==> config.mk <==
export PLATFORM = sky130hd
export DESIGN_NAME = ovl_delta_cfg_ctrl_flat
export DESIGN_NICKNAME = d
export VERILOG_FILES = /design/src/rtl/ovl_delta_cfg_ctrl_if.sv /design/src/rtl/ovl_delta_cfg_ctrl.sv /design/src/flat_wrapper.sv
export SDC_FILE = /design/constraint.sdc
export NUM_CORES = 1
export LEC_CHECK = 0
export BUFFER_PORTS_ARGS = -buffer_cell sky130_fd_sc_hd__clkbuf_2
export CORE_ASPECT_RATIO = 2
export CORE_MARGIN = 3
export CORE_UTILIZATION = 56
export DETAILED_ROUTE_END_ITERATION = 8
export PLACE_DENSITY = 0.85
export SLEW_MARGIN = 20
export SYNTH_ARGS = -nofsm -noshare
export SYNTH_HDL_FRONTEND = slang
export SYNTH_SLANG_ARGS = --single-unit
==> constraint.sdc <==
create_clock -name clk -period 9.9 [get_ports clk]
set_input_delay 1.485 -clock clk [delete_from_list [all_inputs] [get_ports clk]]
set_output_delay 1.485 -clock clk [all_outputs]
set_load 0.005 [all_outputs]
==> src/rtl/ovl_delta_cfg_ctrl_if.sv <==
// Configuration port of the delta-checker config sequencer: write handshake, commit strobe,
// status and the active limit / prevConfigInvalid bundle driven into the checkers.
interface ovl_delta_cfg_ctrl_if #(
  parameter int NUM_CHK     = 4,
  parameter int IDX_W       = 2,
  parameter int limit_width = 8
);
  logic                           cfg_valid;
  logic                           cfg_ready;
  logic [IDX_W-1:0]               cfg_idx;
  logic [limit_width-1:0]         cfg_min;
  logic [limit_width-1:0]         cfg_max;
  logic                           cfg_commit;
  logic                           cfg_err;
  logic                           busy;
  logic [NUM_CHK*limit_width-1:0] min_o;
  logic [NUM_CHK*limit_width-1:0] max_o;
  logic [NUM_CHK-1:0]             cfg_invalid;

  modport master (
    output cfg_valid, cfg_idx, cfg_min, cfg_max, cfg_commit,
    input  cfg_ready, cfg_err, busy, min_o, max_o, cfg_invalid
  );

  modport slave (
    input  cfg_valid, cfg_idx, cfg_min, cfg_max, cfg_commit,
    output cfg_ready, cfg_err, busy, min_o, max_o, cfg_invalid
  );
endinterface

==> src/rtl/ovl_delta_cfg_ctrl.sv <==
// Shadow/commit config sequencer for NUM_CHK delta checkers; limits update the cycle after COMMIT.
// Writes are only accepted in IDLE (cfg_ready low through COMMIT+SETTLE); commits while busy are dropped.
module ovl_delta_cfg_ctrl #(
  parameter int NUM_CHK     = 4,
  parameter int IDX_W       = 2,
  parameter int limit_width = 8,
  parameter int SETTLE      = 2
) (
  input  logic                  clk,
  input  logic                  rst,
  ovl_delta_cfg_ctrl_if.slave   cfg
);

  typedef enum logic [1:0] {IDLE, COMMIT, SETTLE_ST} state_t;

  state_t                         state;
  logic [limit_width-1:0]         sh_min [NUM_CHK];
  logic [limit_width-1:0]         sh_max [NUM_CHK];
  logic [NUM_CHK-1:0]             dirty;
  logic [NUM_CHK-1:0]             pass_mask;
  logic                           clr_pend;
  logic [3:0]                     cnt;

  logic                           ready_q;
  logic                           busy_q;
  logic                           err_q;
  logic [NUM_CHK*limit_width-1:0] min_q;
  logic [NUM_CHK*limit_width-1:0] max_q;
  logic [NUM_CHK-1:0]             inv_q;

  logic                           wr_hs;
  logic                           wr_bad;
  logic [NUM_CHK-1:0]             wr_sel;
  logic                           commit_go;

  assign wr_hs  = cfg.cfg_valid & ready_q;
  assign wr_bad = (cfg.cfg_min > cfg.cfg_max) ||
                  ({1'b0, cfg.cfg_idx} >= (IDX_W+1)'(NUM_CHK));

  always_comb begin
    wr_sel = '0;
    for (int i = 0; i < NUM_CHK; i++) begin
      wr_sel[i] = wr_hs && !wr_bad && (cfg.cfg_idx == IDX_W'(i));
    end
  end

  // A write landing in the same cycle as the strobe counts towards "something to commit".
  assign commit_go = (state == IDLE) && cfg.cfg_commit && ((dirty | wr_sel) != '0);

  always_ff @(posedge clk) begin
    if (rst) begin
      state     <= IDLE;
      ready_q   <= 1'b1;
      busy_q    <= 1'b0;
      err_q     <= 1'b0;
      dirty     <= '0;
      pass_mask <= '0;
      clr_pend  <= 1'b0;
      cnt       <= '0;
      min_q     <= '0;
      max_q     <= '1;
      inv_q     <= '1;
      for (int i = 0; i < NUM_CHK; i++) begin
        sh_min[i] <= '0;
        sh_max[i] <= '1;
      end
    end else begin
      err_q <= wr_hs & wr_bad;
      dirty <= dirty | wr_sel;
      for (int i = 0; i < NUM_CHK; i++) begin
        if (wr_sel[i]) begin
          sh_min[i] <= cfg.cfg_min;
          sh_max[i] <= cfg.cfg_max;
        end
      end

      // Unmask one cycle after SETTLE ends so the mask spans SETTLE+1 cycles.
      if (clr_pend) begin
        inv_q    <= inv_q & ~pass_mask;
        clr_pend <= 1'b0;
      end

      case (state)
        IDLE: begin
          if (commit_go) begin
            state   <= COMMIT;
            ready_q <= 1'b0;
            busy_q  <= 1'b1;
          end
        end
        COMMIT: begin
          for (int i = 0; i < NUM_CHK; i++) begin
            if (dirty[i]) begin
              min_q[i*limit_width +: limit_width] <= sh_min[i];
              max_q[i*limit_width +: limit_width] <= sh_max[i];
            end
          end
          inv_q     <= inv_q | dirty;
          pass_mask <= dirty;
          dirty     <= '0;
          cnt       <= 4'(SETTLE - 1);
          state     <= SETTLE_ST;
        end
        SETTLE_ST: begin
          if (cnt == 4'd0) begin
            state    <= IDLE;
            ready_q  <= 1'b1;
            busy_q   <= 1'b0;
            clr_pend <= 1'b1;
          end else begin
            cnt <= cnt - 4'd1;
          end
        end
        default: begin
          state   <= IDLE;
          ready_q <= 1'b1;
          busy_q  <= 1'b0;
        end
      endcase
    end
  end

  assign cfg.cfg_ready   = ready_q;
  assign cfg.busy        = busy_q;
  assign cfg.cfg_err     = err_q;
  assign cfg.min_o       = min_q;
  assign cfg.max_o       = max_q;
  assign cfg.cfg_invalid = inv_q;

endmodule
==> src/flat_wrapper.sv <==
// flat-port wrapper written by rule: the top's interface ports become plain ports
module ovl_delta_cfg_ctrl_flat 
#(
  parameter int NUM_CHK     = 4,
  parameter int IDX_W       = 2,
  parameter int limit_width = 8,
  parameter int SETTLE      = 2
)
  (clk, rst, cfg_cfg_valid, cfg_cfg_idx, cfg_cfg_min, cfg_cfg_max, cfg_cfg_commit, cfg_cfg_ready, cfg_cfg_err, cfg_busy, cfg_min_o, cfg_max_o, cfg_cfg_invalid);
  ovl_delta_cfg_ctrl_if #(.NUM_CHK(NUM_CHK), .IDX_W(IDX_W), .limit_width(limit_width)) cfg_i ();
  input  logic clk;
  input  logic rst;
  input wire logic [$bits(cfg_i.cfg_valid)-1:0] cfg_cfg_valid;
  input wire logic [$bits(cfg_i.cfg_idx)-1:0] cfg_cfg_idx;
  input wire logic [$bits(cfg_i.cfg_min)-1:0] cfg_cfg_min;
  input wire logic [$bits(cfg_i.cfg_max)-1:0] cfg_cfg_max;
  input wire logic [$bits(cfg_i.cfg_commit)-1:0] cfg_cfg_commit;
  output wire logic [$bits(cfg_i.cfg_ready)-1:0] cfg_cfg_ready;
  output wire logic [$bits(cfg_i.cfg_err)-1:0] cfg_cfg_err;
  output wire logic [$bits(cfg_i.busy)-1:0] cfg_busy;
  output wire logic [$bits(cfg_i.min_o)-1:0] cfg_min_o;
  output wire logic [$bits(cfg_i.max_o)-1:0] cfg_max_o;
  output wire logic [$bits(cfg_i.cfg_invalid)-1:0] cfg_cfg_invalid;
  assign cfg_i.cfg_valid = cfg_cfg_valid;
  assign cfg_i.cfg_idx = cfg_cfg_idx;
  assign cfg_i.cfg_min = cfg_cfg_min;
  assign cfg_i.cfg_max = cfg_cfg_max;
  assign cfg_i.cfg_commit = cfg_cfg_commit;
  assign cfg_cfg_ready = cfg_i.cfg_ready;
  assign cfg_cfg_err = cfg_i.cfg_err;
  assign cfg_busy = cfg_i.busy;
  assign cfg_min_o = cfg_i.min_o;
  assign cfg_max_o = cfg_i.max_o;
  assign cfg_cfg_invalid = cfg_i.cfg_invalid;
  ovl_delta_cfg_ctrl #(.NUM_CHK(NUM_CHK), .IDX_W(IDX_W), .limit_width(limit_width), .SETTLE(SETTLE)) u_core (.clk(clk), .rst(rst), .cfg(cfg_i));
endmodule
==> impl_metrics.json, run 1 <==
{
  "status": "complete, no violations",
  "ys_seq_area_frac": 0.632,
  "path_class": "in2reg",
  "grt_pass1_wl_mm": 21.6,
  "antenna_cells": 0,
  "setup_violations": 0,
  "post_drt_wl_per_cell_um": 17.2,
  "hp-class": "reg2reg",
  "drt_iter0_drc": 204,
  "worst_slew_pin_slew_ns": 0.900,
  "slew_violations": 0,
  "hpwl_mm": 9.32,
  "p_leak_nw": 2.72,
  "die_h_um": 149,
  "top_usage_layer": "met2",
  "rows": 51,
  "dieArea_um2": 11600,
  "syn_inst": 553,
  "synthDistinctLibCells": 45,
  "insertion_delay_ns": 0.42,
  "core_area_um2": 9890,
  "crit_path_max_incr_delay_ns": 0.73,
  "rsz0062_at_grt": "no",
  "cts_resized": 0,
  "gp_congestion": 0.856,
  "drc_errors": 0,
  "cp_slowest_cell": "nor4_4",
  "crit_chain": "clkbuf_2, buf_4, inv_2, nand2_1, nor4_4, nand2_1",
  "start_util": 0.583,
  "setup_tns_ns": 0,
  "synthToLayoutAreaGrowth_pct": 19.7,
  "met3_usage": 0.0572,
  "min_period_ns": 3.60,
  "cts_root_buffer": "clkbuf_16",
  "antenna_found_initial": 0,
  "grt.total_usage": 0.249,
  "critical_path.max_fanout": 51,
  "cts_htree_levels": 4,
  "layout.nets": 672,
  "clk_pin_slew_worst_paths_ns": 0.06,
  "chipWidth_um": 77.8,
  "drt-total-wl_mm": 13.5,
  "final.setup_skew_ns": 0.00520,
  "netlist_area_um2": 5770,
  "final_core_util": 0.698,
  "clkSinkCount": 150,
  "ios": 93,
  "powerDensity_nw_per_um2": 199,
  "cts_tree": "yes",
  "ys_seq_elements": 150,
  "slew-limit-headroom": 0.400,
  "cap_viol_max_count": 0,
  "numPortBuffers": 92,
  "cts_setup_buffers": 0,
  "crit_top_cell": "nand2_1",
  "vias_per_cell": 5.42,
  "drive_gt1_frac": 0.219,
  "clockBufferDepth": 2,
  "vias": 4263,
  "most-common-layout-cells": "nand2_1 (175), clkbuf_2 (92), dfxtp_1 (86)",
  "dpl.cell_count": 754,
  "ctsHoldBuffers": 0,
  "gr-total-overflow": 0,
  "ant_nets": 0,
  "fmax_mhz": 277,
  "start_kind": "input pin",
  "peakVddDrop_mv": 0.161,
  "critPathRequiredTime_ns": 10.04,
  "grt_use_met1": 0.248,
  "yosys_warnings": 0,
  "holdPathStages": 2,
  "period_share": 0.364,
  "grt_max_degree": 52,
  "final_cells": 786,
  "cts_buffers": 17,
  "syn_area_per_cell_um2": 10.4,
  "endpoint_kind": "flip-flop",
  "syn-num-nets": 584,
  "fillers": 721,
  "grt_use_met2": 0.450,
  "grt_pass1_vias": 4319,
  "hold_viol": 0,
  "arrival_ns": 3.74,
  "dr.pass1.iters": 5,
  "ff2ff_path_depth": 5,
  "final_common_cell": "nand2_1"
}
==> flip-flops by register name, summed over array words and instances (netlist names), 2 cells and up <==
register / cells
u_core.cfg.cfg_invalid: 4
u_core.sh_max: 32
u_core.cnt: 4
u_core.dirty: 4
u_core.state: 2
u_core.cfg.max_o: 32
u_core.cfg.min_o: 32
u_core.sh_min: 32
u_core.pass_mask: 4
==> per-layer routing <==
| metal | routed length, um | vias to the layer above |
|---|---|---|
| met3 | 754 | 51 |
| li1 | - | 2039 |
| met2 | 7430 | 156 |
| met4 | 650 | 0 |
| met5 | 0 | - |
| met1 | 4700 | 2017 |
==> cell usage after synthesis, drive strengths merged <==
| library cell | count | area, um^2 |
|---|---|---|
| clkbuf | 14 | 52.6 |
| and3 | 1 | 6.26 |
| nand2b | 8 | 50.1 |
| nor3 | 1 | 5.00 |
| o21ai | 4 | 20.0 |
| nand3b | 5 | 37.5 |
| o41ai | 4 | 65.1 |
| nor2b | 1 | 6.26 |
| nor2 | 10 | 45.0 |
| nor4 | 5 | 91.3 |
| nand3 | 32 | 160 |
| or3b | 1 | 8.76 |
| or4 | 1 | 7.51 |
| and2 | 37 | 231 |
| or3 | 1 | 6.26 |
| a21o | 2 | 15.0 |
| or2 | 2 | 12.5 |
| dfxtp | 86 | 1720 |
| o21a | 1 | 7.51 |
| edfxtp | 64 | 1920 |
| o211ai | 2 | 15.0 |
| nor4b | 1 | 8.76 |
| a211oi | 2 | 27.5 |
| nand2 | 175 | 657 |
| a21oi | 44 | 231 |
| o22ai | 1 | 6.26 |
| xnor2 | 1 | 8.76 |
| o31ai | 4 | 30.0 |
| a31oi | 2 | 12.5 |
| o311a | 1 | 10.0 |
| nand4 | 2 | 27.5 |
| inv | 14 | 52.6 |
| nor3b | 1 | 7.51 |
| ha | 9 | 113 |
| buf | 14 | 86.3 |
==> worst paths after layout <==
check | to | from | slack (ns)
setup / recovery | u_core.sh_max[3][4]$_SDFFCE_PN1P_ | rst | 6.30
hold / removal | u_core.cfg.min_o[18]$_SDFFE_PP0P_ | u_core.cfg.min_o[18]$_SDFFE_PP0P_ | 0.45
setup reg to reg | u_core.cfg.min_o[22]$_SDFFE_PP0P_ | u_core.state[0]$_SDFFE_PP0P_ | 7.82
hold reg to reg | u_core.cfg.min_o[18]$_SDFFE_PP0P_ | u_core.cfg.min_o[18]$_SDFFE_PP0P_ | 0.45
==> critical path, delay by kind of cell <==
family | cells | cell delay (ns)
and+or+nand+nor | 3 | 1.30
buffers and inverters | 3 | 0.93
==> cell families (layout without fill, tap and decap cells) <==
group / Yosys count / in the layout / share of synthesized area
compound gates: 67 / 67 / 0.0764
xor+xnor: 1 / 1 / 0.00152
fa+ha+maj: 9 / 9 / 0.0195
buf+inv: 42 / 143 / 0.0332
flops: 150 / 150 / 0.632
simple gates: 284 / 284 / 0.237
==> through the flow <==
step / setup slack, ns / hold slack (ns) / cell area [um^2] / total power [mW]
6_report: 6.30 / 0.452 / 6900 / 1.37
5_1_grt: 6.04 / 0.473 / 6900 / 1.42
4_1_cts: 6.33 / 0.455 / 6900 / 1.38
3_5_place_dp: 5.90 / 0.443 / 6310 / 0.753
3_3_place_gp: 6.01 / 0.440 / 6310 / 0.750
2_1_floorplan: 5.42 / 0.433 / 5770 / 0.727
==> report_power, final <==
group / internal (mW) / switching (mW) / leakage [nW]
registers: 0.660 / 0.00716 / 1.25
clock network: 0.395 / 0.238 / 0.291
logic: 0.0227 / 0.0518 / 1.17
total: 1.08 / 0.297 / 2.72
==> layout make-up <==
| class | count | area (um^2) | area share |
|---|---|---|---|
| Clock buffer | 25 | 528 | 0.0765 |
| Inverter | 14 | 52.6 | 0.00761 |
| Clock inverter | 7 | 65.1 | 0.00943 |
| Tap cell | 132 | 165 | 0.0239 |
| Timing Repair Buffer | 97 | 498 | 0.0721 |
| Sequential cell | 150 | 3640 | 0.528 |
| Multi-Input combinational cell | 361 | 1950 | 0.283 |
Power figures use the tool's default switching activity.
==> run 2: changes to the inputs <==
--- a/config.mk
+++ b/config.mk
@@ -8,9 +8,9 @@
 export BUFFER_PORTS_ARGS = -buffer_cell sky130_fd_sc_hd__clkbuf_2
 export CORE_ASPECT_RATIO = 2
 export CORE_MARGIN = 3
-export CORE_UTILIZATION = 56
+export CORE_UTILIZATION = 50
 export DETAILED_ROUTE_END_ITERATION = 8
-export PLACE_DENSITY = 0.85
+export PLACE_DENSITY = 0.81
 export SLEW_MARGIN = 20
 export SYNTH_ARGS = -nofsm -noshare
 export SYNTH_HDL_FRONTEND = slang
==> constraint.sdc (replaced) <==
create_clock -name clk -period 2.9 [get_ports clk]
set_input_delay 0.435 -clock clk [delete_from_list [all_inputs] [get_ports clk]]
set_output_delay 0.435 -clock clk [all_outputs]
set_load 0.005 [all_outputs]
==> impl_metrics.json, run 2 (synthesized netlist as in run 1, its figures left out) <==
{
  "clk_pin_slew_worst_paths_ns": 0.06,
  "hold_viol": 0,
  "p_leak_nw": 2.84,
  "pwr-share-seq": 0.469,
  "period_share": 0.816,
  "drt_iter0_drc": 324,
  "critical_path.max_fanout": 16,
  "clockBufferDepth": 2,
  "ios": 93,
  "final_core_util": 0.641,
  "cts_resized": 0,
  "cts_root_buffer": "clkbuf_16",
  "setup_ws_ns": 0.532,
  "r2r-start": "u_core.cnt[0]$_SDFFE_PP0P_",
  "die_h_um": 158,
  "status": "complete, no violations",
  "setup_tns_ns": 0,
  "clkSinkCount": 150,
  "final.setup_skew_ns": 0.00781,
  "drive_gt1_frac": 0.241,
  "start_kind": "input pin",
  "final_common_cell": "nand2_1",
  "drc_errors": 0,
  "post_drt_wl_per_cell_um": 17.5,
  "cp_slowest_cell": "or2_1",
  "cp_top_family": "compound AO/OA/AOI/OAI gates",
  "grt_max_degree": 51,
  "cp-startpoint": "cfg_cfg_max[1]",
  "start_util": 0.520,
  "hpwl_mm": 10.1,
  "chipWidth_um": 81.9,
  "hold_start": "cfg_cfg_valid",
  "worst_slew_pin_slew_ns": 0.793,
  "post-place-ws_ns": 0.133,
  "slew_violations": 0,
  "layout.nets": 691,
  "cap_viol_max_count": 0,
  "grt.total_usage": 0.232,
  "grt_pass1_vias": 4287,
  "cts_tree": "yes",
  "fillers": 862,
  "grt_pass1_wl_mm": 21.7,
  "fmax_mhz": 422,
  "core_area_um2": 11100,
  "dieArea_um2": 12900,
  "powerDensity_nw_per_um2": 684,
  "numPortBuffers": 92,
  "vias_per_cell": 5.38,
  "rows": 54,
  "cts_htree_levels": 4,
  "ctsHoldBuffers": 0,
  "slew-limit-headroom": 0.471,
  "gp_congestion": 0.937,
  "path_class": "in2reg",
  "hp-class": "in2reg",
  "arrival_ns": 2.47,
  "crit_chain": "clkbuf_2, inv_1, ha_1, nor2b_1, o211ai_1, a211oi_4, or2_1, o31ai_2, buf_4",
  "min_period_ns": 2.37,
  "rsz0062_at_grt": "no",
  "pwr-share-clk": 0.473,
  "combPwrFrac": 0.058,
  "antenna_cells": 0,
  "gr-total-overflow": 0,
  "dr.pass1.iters": 5,
  "stdcell_area_um2": 7100,
  "ant_nets": 0,
  "switching_power_mw": 1.02,
  "antenna_found_initial": 0,
  "endpoint_kind": "flip-flop",
  "p_int_mw": 3.83,
  "most-common-layout-cells": "nand2_1 (175), clkbuf_2 (92), dfxtp_1 (86)",
  "worst-path-buf-inv": 3,
  "peakVddDrop_mv": 0.502,
  "vias": 4370,
  "critPathRequiredTime_ns": 3.01,
  "placed_area_um2": 6460,
  "insertion_delay_ns": 0.42,
  "crit_path_max_incr_delay_ns": 0.38,
  "drt-total-wl_mm": 14.2,
  "cts_buffers": 17,
  "p_total_mw": 4.85,
  "p_sw_frac": 0.211,
  "setup_violations": 0,
  "cts_setup_buffers": 0,
  "synthToLayoutAreaGrowth_pct": 23.2
}
run 2: cell count changes in the layout (fill, tap and decap cells not counted):
cell,delta
buf_4,+19
clkbuf_1,+1
clkbuf_16,+2
clkbuf_8,+1
clkinv_1,-1
clkinv_2,-2
clkinvlp_4,-1
run 2: final cells by class:
class / instances / area (um^2) / area share
Clock inverter: 3 / 43.8 / 0.00617
Clock buffer: 29 / 596 / 0.0839
Sequential cell: 150 / 3640 / 0.513
Multi-Input combinational cell: 361 / 1950 / 0.275
Inverter: 14 / 52.6 / 0.00740
Tap cell: 140 / 175 / 0.0247
Timing Repair Buffer: 116 / 641 / 0.0902
run 2: power by group through the flow:
stage               Combinational [mW]  Clock [mW]  Sequential [mW]
floorplan                        0.170           0             2.32
global placement                 0.264           0             2.32
detailed placement               0.274           0             2.32
CTS                              0.279        2.32             2.28
global route                     0.302        2.39             2.28
finish                           0.281        2.30             2.28
run 2: final timing paths:
path | end | slack (ns) | depth (start not counted)
worst min-delay path | u_core.cfg.cfg_ready$_SDFFE_PP1P_ | 0.37 | 3
worst min register to register | u_core.pass_mask[1]$_SDFFE_PP0P_ | 0.45 | 2
worst max register to register | u_core.cnt[3]$_SDFFE_PP0P_ | 0.97 | 7
worst max-delay path | u_core.sh_min[3][4]$_SDFFCE_PN0P_ | 0.53 | 9
run 2: worst reg2reg max path, cell delays in order, from the launching register on:
cell	delay (ns)
dfxtp_1	0.37
inv_1	0.06
ha_1	0.21
nor3b_1	0.15
or3b_1	0.51
nor4_1	0.28
xnor2_1	0.18
nor2_1	0.07
run 2: layer usage:
metal / global-route usage / part of all wire / vias up
li1: - / - / 2074
met1: 0.224 / 0.33 / 2055
met2: 0.431 / 0.56 / 193
met3: 0.0524 / 0.052 / 48
met4: 0.137 / 0.051 / 0
met5: 0 / 0 / -
run 2: stage by stage:
stage          hold WS, ns  cells
2_1_floorplan        0.433    553
3_3_place_gp         0.441    781
3_5_place_dp         0.445    781
4_1_cts              0.354    813
5_1_grt              0.366    813
6_report             0.369    813
